File: src/rtl/system_widths_pkg.sv
// Shared widths and arbiter state encoding for the MIU-to-cache path.
// No logic; constants and types only.
// Not applicable: no flow control here.
package system_widths_pkg;

  localparam int NUM_REQ_DEFAULT = 4;
  localparam int ADDR_W_DEFAULT  = 16;
  localparam int DATA_W_DEFAULT  = 32;

  typedef enum logic [1:0] {
    IDLE      = 2'd0,
    ISSUE     = 2'd1,
    WAIT_RESP = 2'd2
  } arb_state_t;

endpackage

File: src/rtl/rr_arbiter.sv
// Round-robin winner search: first set req bit at or after rr_ptr, wrapping.
// Latency: purely combinational, zero cycles.
// Backpressure: none; the caller decides when the winner is consumed.
module rr_arbiter #(
  parameter int  NUM_REQ = 4,
  localparam int IDX_W   = $clog2(NUM_REQ)
) (
  input  logic [NUM_REQ-1:0] req,
  input  logic [IDX_W-1:0]   rr_ptr,
  output logic [IDX_W-1:0]   winner,
  output logic               any_req
);

  logic [IDX_W:0] cand;

  // Walk the requesters starting at rr_ptr; the first hit locks the result.
  always_comb begin
    winner  = '0;
    any_req = 1'b0;
    cand    = '0;
    for (int i = 0; i < NUM_REQ; i++) begin
      cand = {1'b0, rr_ptr} + (IDX_W+1)'(i);
      if (cand >= (IDX_W+1)'(NUM_REQ)) begin
        cand = cand - (IDX_W+1)'(NUM_REQ);
      end
      if (!any_req && req[cand[IDX_W-1:0]]) begin
        winner  = cand[IDX_W-1:0];
        any_req = 1'b1;
      end
    end
  end

endmodule

File: src/rtl/cache_arbiter.sv
// Round-robin arbiter multiplexing NUM_REQ MIU requesters onto one cache port.
// Latency: req_valid in cycle 0 -> cache_req_valid in cycle 1; 3 cycles minimum per transaction.
// Backpressure: only the owner sees req_ready, mirroring cache_req_ready; one transaction in flight.
module cache_arbiter
  import system_widths_pkg::*;
#(
  parameter int NUM_REQ = NUM_REQ_DEFAULT,
  parameter int ADDR_W  = ADDR_W_DEFAULT,
  parameter int DATA_W  = DATA_W_DEFAULT
) (
  input  logic                            clk,
  input  logic                            resetN,
  input  logic [NUM_REQ-1:0]              req_valid,
  output logic [NUM_REQ-1:0]              req_ready,
  input  logic [NUM_REQ-1:0]              req_we,
  input  logic [NUM_REQ-1:0][ADDR_W-1:0]  req_addr,
  input  logic [NUM_REQ-1:0][DATA_W-1:0]  req_write,
  output logic [NUM_REQ-1:0]              resp_valid,
  output logic [DATA_W-1:0]               resp_data,
  output logic                            cache_req_valid,
  input  logic                            cache_req_ready,
  output logic                            cache_req_we,
  output logic [ADDR_W-1:0]               cache_req_addr,
  output logic [DATA_W-1:0]               cache_req_write,
  input  logic                            cache_resp_valid,
  input  logic [DATA_W-1:0]               cache_resp_data,
  output logic [$clog2(NUM_REQ)-1:0]      grant_id,
  output logic                            busy
);

  localparam int IDX_W = $clog2(NUM_REQ);

  arb_state_t       state, state_nxt;
  logic [IDX_W-1:0] owner, owner_nxt;
  logic [IDX_W-1:0] rr_ptr, rr_ptr_nxt;
  logic [IDX_W-1:0] winner;
  logic             any_req;
  logic [IDX_W:0]   owner_sum;
  logic [IDX_W-1:0] owner_inc;

  rr_arbiter #(
    .NUM_REQ (NUM_REQ)
  ) u_rr_arbiter (
    .req     (req_valid),
    .rr_ptr  (rr_ptr),
    .winner  (winner),
    .any_req (any_req)
  );

  // Pointer for the next search: one past the owner, wrapping at NUM_REQ.
  assign owner_sum = {1'b0, owner} + (IDX_W+1)'(1);
  assign owner_inc = (owner_sum == (IDX_W+1)'(NUM_REQ)) ? '0 : owner_sum[IDX_W-1:0];

  // All arbiter state; reset abandons any in-flight transaction.
  always_ff @(posedge clk or negedge resetN) begin
    if (!resetN) begin
      state  <= IDLE;
      owner  <= '0;
      rr_ptr <= '0;
    end else begin
      state  <= state_nxt;
      owner  <= owner_nxt;
      rr_ptr <= rr_ptr_nxt;
    end
  end

  // Next-state and output decode; every output is zero unless its state drives it.
  always_comb begin
    state_nxt       = state;
    owner_nxt       = owner;
    rr_ptr_nxt      = rr_ptr;
    cache_req_valid = 1'b0;
    cache_req_we    = 1'b0;
    cache_req_addr  = '0;
    cache_req_write = '0;
    req_ready       = '0;
    resp_valid      = '0;
    resp_data       = '0;
    case (state)
      IDLE: begin
        if (any_req) begin
          owner_nxt = winner;
          state_nxt = ISSUE;
        end
      end
      ISSUE: begin
        // Fields come straight from the owner, which must hold them until accepted.
        cache_req_valid  = req_valid[owner];
        cache_req_we     = req_we[owner];
        cache_req_addr   = req_addr[owner];
        cache_req_write  = req_write[owner];
        req_ready[owner] = cache_req_ready;
        if (req_valid[owner]) begin
          if (cache_req_ready) begin
            state_nxt  = WAIT_RESP;
            rr_ptr_nxt = owner_inc;
          end
        end else begin
          // Owner withdrew its request: drop the grant without touching fairness.
          state_nxt = IDLE;
        end
      end
      WAIT_RESP: begin
        resp_valid[owner] = cache_resp_valid;
        resp_data         = cache_resp_data;
        if (cache_resp_valid) begin
          state_nxt = IDLE;
        end
      end
      default: begin
        state_nxt = IDLE;
      end
    endcase
  end

  assign grant_id = owner;
  assign busy     = (state != IDLE);

endmodule

File: config.mk
export PLATFORM = sky130hd
export DESIGN_NAME = cache_arbiter
export DESIGN_NICKNAME = d
export VERILOG_FILES = /design/src/rtl/system_widths_pkg.sv /design/src/rtl/rr_arbiter.sv /design/src/rtl/cache_arbiter.sv
export SDC_FILE = /design/constraint.sdc
export NUM_CORES = 1
export LEC_CHECK = 0
export ABC_CLOCK_PERIOD_IN_PS = 3930
export BUFFER_PORTS_ARGS = -buffer_cell sky130_fd_sc_hd__buf_2
export CAP_MARGIN = 20
export CORE_AREA = 2 2 128 130
export DETAILED_ROUTE_END_ITERATION = 8
export DIE_AREA = 0 0 130 132
export PLACE_DENSITY_LB_ADDON = 0.15
export SYNTH_ARGS = -nofsm -noshare
export SYNTH_HDL_FRONTEND = slang
export SYNTH_SLANG_ARGS = --single-unit
File: constraint.sdc
create_clock -name clk -period 3.93 [get_ports clk]
set_input_delay 0.786 -clock clk [delete_from_list [all_inputs] [get_ports clk]]
set_output_delay 0.786 -clock clk [all_outputs]
set_load 0.005 [all_outputs]
**Word-level counts from Yosys, hierarchy flattened**

Index checks and enable logic that the tools add are counted.

- Register bits: 6
- Bits in latches: 0
- RAM bits: 0
- Memory bits (read-only): 0
- Output and inout bits: 93
- Word-level logic and storage cells: 84
- Memories kept: 0

- $add $sub $neg: 8
- $mul: 0
- Div/mod/pow operators: 0
- Magnitude comparators: 10
- Eq/ne operators: 6
- Shift-type cells: 0
- Multiplexer cells: 43
- Bitwise operators: 2
- Reductions and logical operators: 12

Operators by type and width:

| cell | number |
|---|---|
| two-way mux 32 bit | 3 |
| binary-select mux 32 bit (select 2 bit) | 1 |
| binary-select mux 16 bit (select 2 bit) | 1 |
| two-way mux 16 bit | 2 |
| two-way mux 2 bit | 13 |
| less-than comparator 2 x 3 -> 1 bit (second input constant) | 5 |
| two-way mux 1 bit | 13 |
| binary-select mux 1 bit (select 2 bit) | 6 |
| >= comparator 3 bit (second input constant) | 3 |
| bitwise AND 4 bit | 2 |
| two-way mux 4 bit | 2 |
| subtractor 2 x 1 -> 2 bit (second input constant) | 4 |
| adder 2 x 1 -> 3 bit (second input constant) | 2 |
| adder 2 x 2 -> 3 bit (second input constant) | 2 |
| one-hot mux 2 bit (3 select lines) | 1 |
| AND reduction 3 bit | 2 |
| logical AND 1 bit | 4 |
| != test 2 bit (second input constant) | 2 |
| equality test 3 bit (second input constant) | 1 |
| >= comparator 2 x 3 -> 1 bit (second input constant) | 1 |
| logical NOT 1 bit | 3 |
| != test 3 bit (second input constant) | 1 |
| demux 1 bit (select 2 bit) | 1 |
| equality test 2 x 1 -> 1 bit (second input constant) | 1 |
| other kinds (5) | 5 |

**Depth between registers and ports, before layout**

- Depth after elaboration: 16
- Mapped depth: 5
- Gate-level depth less buffers: 4

**Cells and area by module**

From an unflattened synthesis, not the netlist that was laid out.

- Cell total of the unflattened synthesis: 213
- Area total of the unflattened synthesis: 2,280.9 sq um

Modules (own cells, without submodules):

| module | instances | cells an instance | area an instance (sq um) | sequential area each (sq um) |
|---|---|---|---|---|
| cache_arbiter | 1 | 198 | 2,203.4 | 150.1 |
| rr_arbiter | 1 | 15 | 77.6 | 0.0 |

**Worst setup path before layout**

No wires, ideal clock.

- Path type: input port to output port
- Start: in req_valid[3]
- End: out cache_req_valid
- Arrival: 1.473 ns
- Required time: 3.144 ns
- Setup slack: 1.671 ns
- Stages: 2
- Buffers on the path: 0
- Cell sequence: mux4_2 and2_2

- Word-level cells in the longest chain between the ends: 3

RTL lines:

| element | line | text |
|---|---|---|
| start, declared | cache_arbiter.sv:13 | `input logic [NUM_REQ-1:0] req_valid,` |
| binary-select mux 1 bit (select 2 bit) | cache_arbiter.sv:88 | `cache_req_valid = req_valid[owner];` |
| two-way mux 1 bit (not written as such) | cache_arbiter.sv:88 |  |
| two-way mux 1 bit | cache_arbiter.sv:79 | `case (state)` |
| end, declared | cache_arbiter.sv:20 | `output logic cache_req_valid,` |

Every way passes these cells. The select of a mux whose other input is x is not followed.

**Final worst setup path**

- Start: reg owner[0] (netlist: grant_id[0])
- End: out cache_req_addr[8]

- Word-level cells in the longest chain between the ends: 3

RTL lines:

| element | line | text |
|---|---|---|
| start, declared | cache_arbiter.sv:34 | `logic [IDX_W-1:0] owner, owner_nxt;` |
| start signal, assigned | cache_arbiter.sv:62 | `owner <= owner_nxt;` |
| binary-select mux 16 bit (select 2 bit) | cache_arbiter.sv:90 | `cache_req_addr = req_addr[owner];` |
| two-way mux 16 bit (not written as such) | cache_arbiter.sv:90 |  |
| two-way mux 16 bit | cache_arbiter.sv:79 |  |
| end, declared | cache_arbiter.sv:23 | `output logic [ADDR_W-1:0] cache_req_addr,` |

Every way passes these cells. The select of a mux whose other input is x is not followed.

==> impl_results.md <==
- Status: complete, no violations
- Int Pwr: 1.222 mW
- H-tree levels: 1
- Critical path data arrival time: 2.34 ns
- Setup Fix Bufs, Post-CTS: 0
- Routed WL: 11,140 um
- Die W: 130 um
- First drt pass iteration count: 4
- Port Buf Inserts: 328
- Worst-Margin Slew: 0.7793 ns
- Via count: 2,958
- Gr usage total: 11.57%
- Initial antenna violation count: 0
- Syn Nets: 447
- Hold Path Class: in -> async
- Final TNS setup: 0 ns
- Hold Fails Final Rpt: 0
- Post-CTS Hold Buffers: 0
- Final Setup Violations: 0
- Post-synth top flop: dfrtp_1
- R2r setup slk: 1.81 ns
- Leakage: 2.249 nW
- Nets: 764
- Setup crit end kind: output pin
- Distinct cells, synth: 29
- TritonCTS Sinks: 6
- Cts repair resizes: 0
- Iteration-0 DRC count of the detailed router: 116
- Max Cap Viol: 0
- Sequential share of power: 14.1%
- First-pass GRT wire length: 15,820 um
- Wire per inst: 15.08 um
- Worst R2R Path Depth: 3
- Die height: 132 um
- GRT Residual Overflow: 0
- Total power: 2.078 mW
- Worst-Skew Late Latency: 0.23 ns
- Vias per cell: 4.003
- #FFs+latches synth: 6
- CTS tree: built
- Area growth syn-to-layout: 85.71%
- CP max FO: 40
- End of the worst register-to-register path: rr_ptr[1]$_DFFE_PN0P_
- Synthesized instance count: 207
- Initial Utilization: 14.21%
- Critical path startpoint category: register
- DRC: 0
- Sequential share of the synthesized area: 6.726%
- Vias in the first global route: 2,895
- Layout Skew: 0.001671 ns
- Tmin final: 3.123 ns
- Peak supply drop: 0.4085 mV
- Fin. max-slew vios: 0
- Die area: 0.01716 sq mm
- Comb pwr share: 77.8%
- Core box area: 0.01571 sq mm
- Post-synth EDFFs: 0
- CTS Buf Count: 3
- Share of flip-flops with an asynchronous set or reset: 100.0%
- Synth Warn #: 0
- Clock network power share: 8.1%
- Largest net degree at the start of global routing: 50
- PD cells: 501.4 mW/mm^2
- ANT nets after route: 0
- Rows: 46
- Switching Fraction: 41.22%
- NetSw: 0.8567 mW
- Crit path required time: 3.14 ns
- Max transition margin: 48.05%
- Reg clk slew, reported paths: 0.03 ns
- Diodes inserted: 0
- RSZ-0062 raised after global routing: false
- Period utilization: 79.48%
- Clock tree root buffer cell: clkbuf_16
- RePlAce Congestion: 0.8880
- Hpwl dp: 9597 um
- Post-Syn Area: 0.002232 sq mm
- Worst R2R Start: grant_id[0]$_DFFE_PN0P_
- Setup CP Type: reg -> out
- Io pins: 329
- Max frequency: 320.2 MHz
- Max Root-Sink Buffers: 2
- Share of cells above drive strength 1: 75.14%
- Syn avg cell area: 10.78 sq um
## cell type report
class / count / area [sq um]
Tap cell: 216 / 270.3
Timing Repair Buffer: 334 / 1687
Sequential cell: 6 / 155.1
Inverter: 5 / 18.77
Multi-Input combinational cell: 174 / 1936
Fill cell: 1759 / 11570
Clock buffer: 4 / 78.83
## how the worst max path moves through the flow
stage                                     end  cells after the start  slack [ns]                    start
after floorplan               cache_req_valid                      2        1.67             req_valid[3]
after global placement    cache_req_write[19]                      4        1.02  grant_id[0]$_DFFE_PN0P_
after detailed placement  cache_req_write[19]                      4        0.99  grant_id[0]$_DFFE_PN0P_
after CTS                 cache_req_write[19]                      4        0.74  grant_id[0]$_DFFE_PN0P_
after global routing        cache_req_addr[8]                      4        0.63  grant_id[0]$_DFFE_PN0P_
final                       cache_req_addr[8]                      4        0.81  grant_id[0]$_DFFE_PN0P_
## critical path, stage by stage (launching register included)
cell and delay (ns):
dfrtp_4 0.91, buf_4 0.33, mux4_2 0.51, and2_1 0.20, buf_2 0.13
## state kept, by name (all words and copies together), names as in the netlist
register and cells:
rr_ptr 2, grant_id 2, state 2
## synthesized netlist by cell type, types with 2 or more instances
cell      number  area [sq um]
ha_1           4         50.05
inv_1          5         18.77
clkbuf_1      10         37.54
buf_6          6         67.56
and2_1        81         506.7
and3_1         8         50.05
nor2b_1        4         25.02
dfrtp_1        6         150.1
mux4_2        49          1104
nand2_1        2         7.510
buf_2          6         30.03
a31oi_1        3         18.77
o21ai_0        3         15.01
nor2_1         5         18.77
## layout by cell type (no fill, tap or decap), types with 2 or more instances in the layout
cell type  count
and3_1         8
a31oi_1        3
clkbuf_16      3
nor2_1         5
dfrtp_1        4
and2_1        81
mux4_2        49
o21ai_0        3
buf_2        328
ha_1           4
buf_4          6
nand2_1        2
inv_1          5
nor2b_1        3
## power groups by stage
stage	clock network, mW	logic [mW]	registers (mW)
floorplan	0	1.20	0.123
global placement	0	1.65	0.302
detailed placement	0	1.65	0.307
CTS	0.172	1.65	0.306
global route	0.177	1.77	0.327
finish	0.169	1.62	0.293
## layer usage
metal | share of wire, % | global-route usage, %
met1 | 38 | 13.68
met2 | 54 | 22.08
met3 | 6.8 | 1.786
met4 | 1.4 | 1.673
met5 | 0 | 0
## metrics by stage
step                hold WS [ns]  util (%)  std cells  worst slack (ns)  cell area (sq um)
floorplan                 0.4318         -        207             1.671               2232
global placement          0.5127     25.88        735             1.019               4066
detailed placement        0.5108     25.88        735            0.9862               4066
CTS                       0.3762     26.38        739            0.7421               4145
global route              0.3804     26.38        739            0.6267               4145
finish                    0.3753     26.38        739            0.8066               4145
## kinds of logic (layout without fill, tap and decap cells)
kind of cell,count (synthesis),count (layout),share of synthesized area (%)
flops,6,6,6.726
buf+inv,27,343,6.895
compound gates,10,10,2.803
simple gates,109,109,30.05
mux,51,51,51.29
fa+ha+maj,4,4,2.242
Power figures use the tool's default switching activity.
